<file path="src/rtl/skid_buffer.sv">
// skid_buffer: two-entry registered valid/ready slice; every output is a flop.
// Define SKID_BUFFER_FLUSH_EN to add the flush input that discards buffered beats.
module skid_buffer #(
  parameter int DATA_W = 32
) (
  input  logic              clk,
  input  logic              reset,
`ifdef SKID_BUFFER_FLUSH_EN
  input  logic              flush,
`endif
  input  logic              s_valid,
  output logic              s_ready,
  input  logic [DATA_W-1:0] s_data,
  output logic              m_valid,
  input  logic              m_ready,
  output logic [DATA_W-1:0] m_data
);

  typedef enum logic [1:0] {
    EMPTY = 2'd0,
    ONE   = 2'd1,
    FULL  = 2'd2
  } state_t;

  state_t            state_q;
  logic              m_valid_q;
  logic              s_ready_q;
  logic [DATA_W-1:0] main_q;
  logic [DATA_W-1:0] skid_q;

  logic s_fire;
  logic m_fire;

  // Handshake events seen by both sides this cycle.
  always_comb begin
    s_fire = s_valid & s_ready_q;
    m_fire = m_valid_q & m_ready;
  end

  // State, flags and payload registers; main drives downstream, skid
  // catches the beat accepted in the cycle a stall first appears.
  always_ff @(posedge clk) begin
    if (reset) begin
      state_q   <= EMPTY;
      m_valid_q <= 1'b0;
      s_ready_q <= 1'b1;
      main_q    <= '0;
      skid_q    <= '0;
    end
`ifdef SKID_BUFFER_FLUSH_EN
    else if (flush) begin
      state_q   <= EMPTY;
      m_valid_q <= 1'b0;
      s_ready_q <= 1'b1;
    end
`endif
    else begin
      unique case (state_q)
        EMPTY: begin
          if (s_fire) begin
            main_q    <= s_data;
            state_q   <= ONE;
            m_valid_q <= 1'b1;
            s_ready_q <= 1'b1;
          end
        end
        ONE: begin
          if (s_fire && m_fire) begin
            main_q <= s_data;
          end else if (s_fire) begin
            skid_q    <= s_data;
            state_q   <= FULL;
            m_valid_q <= 1'b1;
            s_ready_q <= 1'b0;
          end else if (m_fire) begin
            state_q   <= EMPTY;
            m_valid_q <= 1'b0;
            s_ready_q <= 1'b1;
          end
        end
        FULL: begin
          if (m_fire) begin
            main_q    <= skid_q;
            state_q   <= ONE;
            m_valid_q <= 1'b1;
            s_ready_q <= 1'b1;
          end
        end
        default: begin
          state_q   <= EMPTY;
          m_valid_q <= 1'b0;
          s_ready_q <= 1'b1;
        end
      endcase
    end
  end

  assign s_ready = s_ready_q;
  assign m_valid = m_valid_q;
  assign m_data  = main_q;

endmodule

</file>
<file path="config.mk">
export PLATFORM = sky130hd
export DESIGN_NAME = skid_buffer
export DESIGN_NICKNAME = d
export VERILOG_FILES = /design/src/rtl/skid_buffer.sv
export SDC_FILE = /design/constraint.sdc
export NUM_CORES = 1
export LEC_CHECK = 0
export CAP_MARGIN = 20
export CORE_MARGIN = 2
export CORE_UTILIZATION = 30
export DETAILED_ROUTE_END_ITERATION = 6
export PLACE_DENSITY = 0.58
export REMOVE_ABC_BUFFERS = 1
export SETUP_SLACK_MARGIN = 0.4
export SYNTH_ARGS = -nofsm -noshare
export SYNTH_HDL_FRONTEND = slang
export SYNTH_SLANG_ARGS = --single-unit
</file>
<file path="constraint.sdc">
create_clock -name clk -period 1.8 [get_ports clk]
set_input_delay 0.27 -clock clk [delete_from_list [all_inputs] [get_ports clk]]
set_output_delay 0.27 -clock clk [all_outputs]
set_load 0.02 [all_outputs]
</file>
==> impl_summary.log <==
[metrics] average wire per cell in the routed design: 14.4 µm
[metrics] Slew @ Worst Pin: 0.334 ns
[metrics] arrival time at the worst endpoint: 2.12 ns
[metrics] antenna-violating nets left: 0
[metrics] area of the die: 11800 µm²
[metrics] final-stage net count: 498
[metrics] post-detail-place hpwl: 4990 µm
[metrics] power density of the placed cells: 1290 nW/µm²
[metrics] clock transition at the register clock pins on the worst setup and hold paths after CTS: 0.08 ns
[metrics] total number of cells along the worst setup path: 7
[metrics] initial antenna violation count: 0
[metrics] gpl congestion: 0.710
[metrics] count of boundary I/O pins: 70
[metrics] CP Cell Sequence: inv_4 > ha_2 > or3b_4 > a21oi_2 > a31oi_4 > buf_12 > mux2_4
[metrics] Layout Skew: 0.0124 ns
[metrics] unrepaired setup endpoints after global routing: yes
[metrics] standby leakage power: 2.17 nW
[metrics] sum of internal, switching and leakage power: 6.85 mW
[metrics] worst voltage drop across the vdd grid: 0.569 mV
[metrics] TritonRoute pass-1 iters: 4
[metrics] maximum net fanout on the critical path: 12
[metrics] Reg-to-Reg Start: state_q[1]
[metrics] category of cells accounting for the largest share of critical-path delay: flip-flops
[metrics] ant diodes: 0
[metrics] final standard cell count with taps included and fillers excluded: 602
[metrics] fraction of power spent switching nets: 33.9%
[metrics] kind of end point of the critical path: register
[metrics] detailed-route vias per instance: 4.63
[metrics] starting density of the core: 30.5%
[metrics] maximum number of pins on one net before global-route repair: 43
[metrics] Placed Area: 4290 µm²
[metrics] maximum clock insertion buffer count: 2
[metrics] Worst Reg2Reg Path Length in Cells: 7
[metrics] Syn. warnings: 0
[metrics] count of vias placed by the detailed router: 2789
[metrics] number of I/O port buffers: 69
[metrics] Synth cell types: 26
[metrics] final cycle utilization of the critical path: 105%
[metrics] Slew Viols, Final: 0
[metrics] Die Ht: 108 µm
[metrics] drt drc: 0
[metrics] fraction of layout instances using a drive strength above 1: 40.5%
[metrics] CP startpoint: state_q[1]
[metrics] number of maximum-capacitance violations: 0
[metrics] via count of the first global-routing pass: 2712
[metrics] share of power burned in registers: 29.8%
[metrics] number of enable flip-flop cells after synthesis: 0
[metrics] synthesized instance count: 356
[metrics] CTS tree: done
[metrics] worst path required time: 2.03 ns
[metrics] final setup violation count: 33
[metrics] worst path buffer plus inverter count: 2
[metrics] number of core rows: 38
[metrics] cts bufs inserted: 9
[metrics] peak clock frequency supported by timing: 529 MHz
[metrics] overall track demand over capacity in global routing: 14.8%
[metrics] Hold Fails Final Rpt: 0
[metrics] Hold Path Cell Cnt: 2
[metrics] startpoint of the most critical hold path: reset
[metrics] mean cell area of the mapped netlist: 9.20 µm²
[metrics] leading register cell type out of synthesis: sky130_fd_sc_hd__dfxtp_1
[metrics] remaining max-slew budget at the tightest pin: 77.8%
[metrics] violated checks: setup timing
[metrics] post-synthesis register bit count: 68
[metrics] clock latency on the worst-skew pair: 0.34 ns
[metrics] total overflow reported by the global router: 0
[metrics] post-placement worst setup slack: -0.168 ns
[metrics] fraction of power consumed by combinational cells: 47.7%
[metrics] summed area of non-filler cells in the final layout: 5310 µm²
[metrics] largest incremental delay on the critical path: 0.39 ns
[metrics] Tightest Hold Check Type: primary input to register
[metrics] first-pass GRT wire length: 13400 µm
[metrics] dpl cells: 567
[metrics] run status: complete, but fails checks
[metrics] clock net sink count: 68
[metrics] placeable core region: 10700 µm²
[metrics] Iter 0 DRT Violations: 73
[metrics] Horiz. Die Dim: 108 µm
[metrics] power spent charging and discharging nets: 2.33 mW
[metrics] synthesis-to-finish area growth: 62.1%
[metrics] critical path launch point type: register
[metrics] top cell type by total area after synthesis: sky130_fd_sc_hd__dfxtp_1
[metrics] Worst path slowest cell: sky130_fd_sc_hd__dfxtp_4
[metrics] top cells by area in the synthesized netlist: sky130_fd_sc_hd__dfxtp_1 (42%), sky130_fd_sc_hd__mux2_4 (14%), sky130_fd_sc_hd__mux2i_1 (9.8%)
[metrics] fraction of synthesis flops using an asynchronous set or reset pin: 0%
[metrics] final critical delay including setup and external delays: 1.89 ns
[metrics] library cell used as clock root buffer: sky130_fd_sc_hd__clkbuf_8
[metrics] Final TNS setup: -2.54 ns
[metrics] internal portion of total power: 4.53 mW
[metrics] netlist area before placement: 3270 µm²
[metrics] routed wire length: 8700 µm
[metrics] portion of total power attributed to the clock network: 22.5%
[metrics] portion of synthesized cell area occupied by the leading cell type: 41.6%
[metrics] post-synthesis sequential area ratio: 41.6%
[metrics] number of H-tree levels: 3
[metrics] final worst slack: -0.0889 ns
[metrics] Critical Setup Path Class: register to register
-- worst register-to-register path, cell delays in order (launching register included) --
cell	delay (ns)
sky130_fd_sc_hd__dfxtp_4	0.39
sky130_fd_sc_hd__inv_4	0.05
sky130_fd_sc_hd__ha_2	0.17
sky130_fd_sc_hd__or3b_4	0.37
sky130_fd_sc_hd__a21oi_2	0.19
sky130_fd_sc_hd__a31oi_4	0.09
sky130_fd_sc_hd__buf_12	0.21
sky130_fd_sc_hd__mux2_4	0.30
-- layout by cell type (no fill, tap or decap), types with 8 or more instances in the layout --
master / instances
sky130_fd_sc_hd__clkbuf_8: 9
sky130_fd_sc_hd__mux2_4: 32
sky130_fd_sc_hd__buf_12: 10
sky130_fd_sc_hd__nand2_2: 23
sky130_fd_sc_hd__dlygate4sd2_1: 32
sky130_fd_sc_hd__mux2i_1: 32
sky130_fd_sc_hd__a21oi_1: 8
sky130_fd_sc_hd__a21oi_2: 29
sky130_fd_sc_hd__clkdlybuf4s50_1: 34
sky130_fd_sc_hd__nor2b_1: 32
sky130_fd_sc_hd__nand2_4: 23
sky130_fd_sc_hd__nand2_1: 21
sky130_fd_sc_hd__dfxtp_1: 65
sky130_fd_sc_hd__buf_6: 10
sky130_fd_sc_hd__nor2_1: 34
sky130_fd_sc_hd__buf_4: 18
-- registers in the layout, indices dropped and copies added (netlist names) --
register and flops:
m_data 32, skid_q 32, state_q 2, m_valid 1, s_ready 1
-- metrics by stage --
stage	hold WS, ns	utilization [%]
global placement	0.441	39.9
finish	0.223	49.4
global route	0.235	49.4
floorplan	0.339	-
detailed placement	0.448	39.9
CTS	0.215	46.9
-- cells by family after synthesis --
kind of cell / count (synthesis) / synth area share, %
buf+inv: 26 / 4.01
compound gates: 48 / 8.33
flops: 68 / 41.6
mux: 64 / 24.2
simple gates: 145 / 19.9
fa+ha+maj: 5 / 1.91
-- timing repair --
action,in CTS,in global routing
pin swaps,27,30
gates resized for setup,130,59
endpoints found under the setup margin,102,70
setup buffers,9,3
hold buffers,0,0
hold endpoints to repair,0,0
cloned,6,1
-- synth_stat cells (3+ instances only) --
library cell	count
sky130_fd_sc_hd__mux2_4	30
sky130_fd_sc_hd__nand2_1	67
sky130_fd_sc_hd__o21ai_0	4
sky130_fd_sc_hd__clkbuf_1	17
sky130_fd_sc_hd__dfxtp_1	68
sky130_fd_sc_hd__nand2b_1	3
sky130_fd_sc_hd__buf_6	4
sky130_fd_sc_hd__ha_1	5
sky130_fd_sc_hd__nor2b_1	32
sky130_fd_sc_hd__a21oi_1	37
sky130_fd_sc_hd__buf_2	3
sky130_fd_sc_hd__mux2i_1	32
sky130_fd_sc_hd__nor2_1	35
sky130_fd_sc_hd__nand3_1	3
-- metal layers --
layer  wire (µm)  part of all wire (%)  track usage, %
met1        3920                    45            18.0
met2        4330                    50            25.8
met3         313                   3.6            3.19
met4         127                   1.5            4.95
met5           0                     0               0
-- layout make-up --
type,count,area [µm²]
clock buffers,10,128
clock inverters,6,111
fillers,1039,5440
inverters,2,12.5
multi-input cells,262,2220
flip-flops and latches,68,1370
well taps,140,175
repair buffers,114,1290
-- power by group through the flow --
stage / clock (mW) / sequential [mW] / combinational (mW)
final: 1.54 / 2.04 / 3.27
after global routing: 1.64 / 2.08 / 3.48
after CTS: 1.57 / 2.03 / 3.04
after detailed placement: 0 / 2.03 / 2.49
after global placement: 0 / 2.03 / 2.46
after floorplan: 0 / 2.26 / 1.22
-- worst paths after layout --
check	to	slack [ns]
min reg2reg	skid_q[18]	0.45
max	m_data[24]	-0.09
max reg2reg	m_data[24]	-0.09
min	skid_q[1]	0.22
Power figures use the tool's default switching activity.
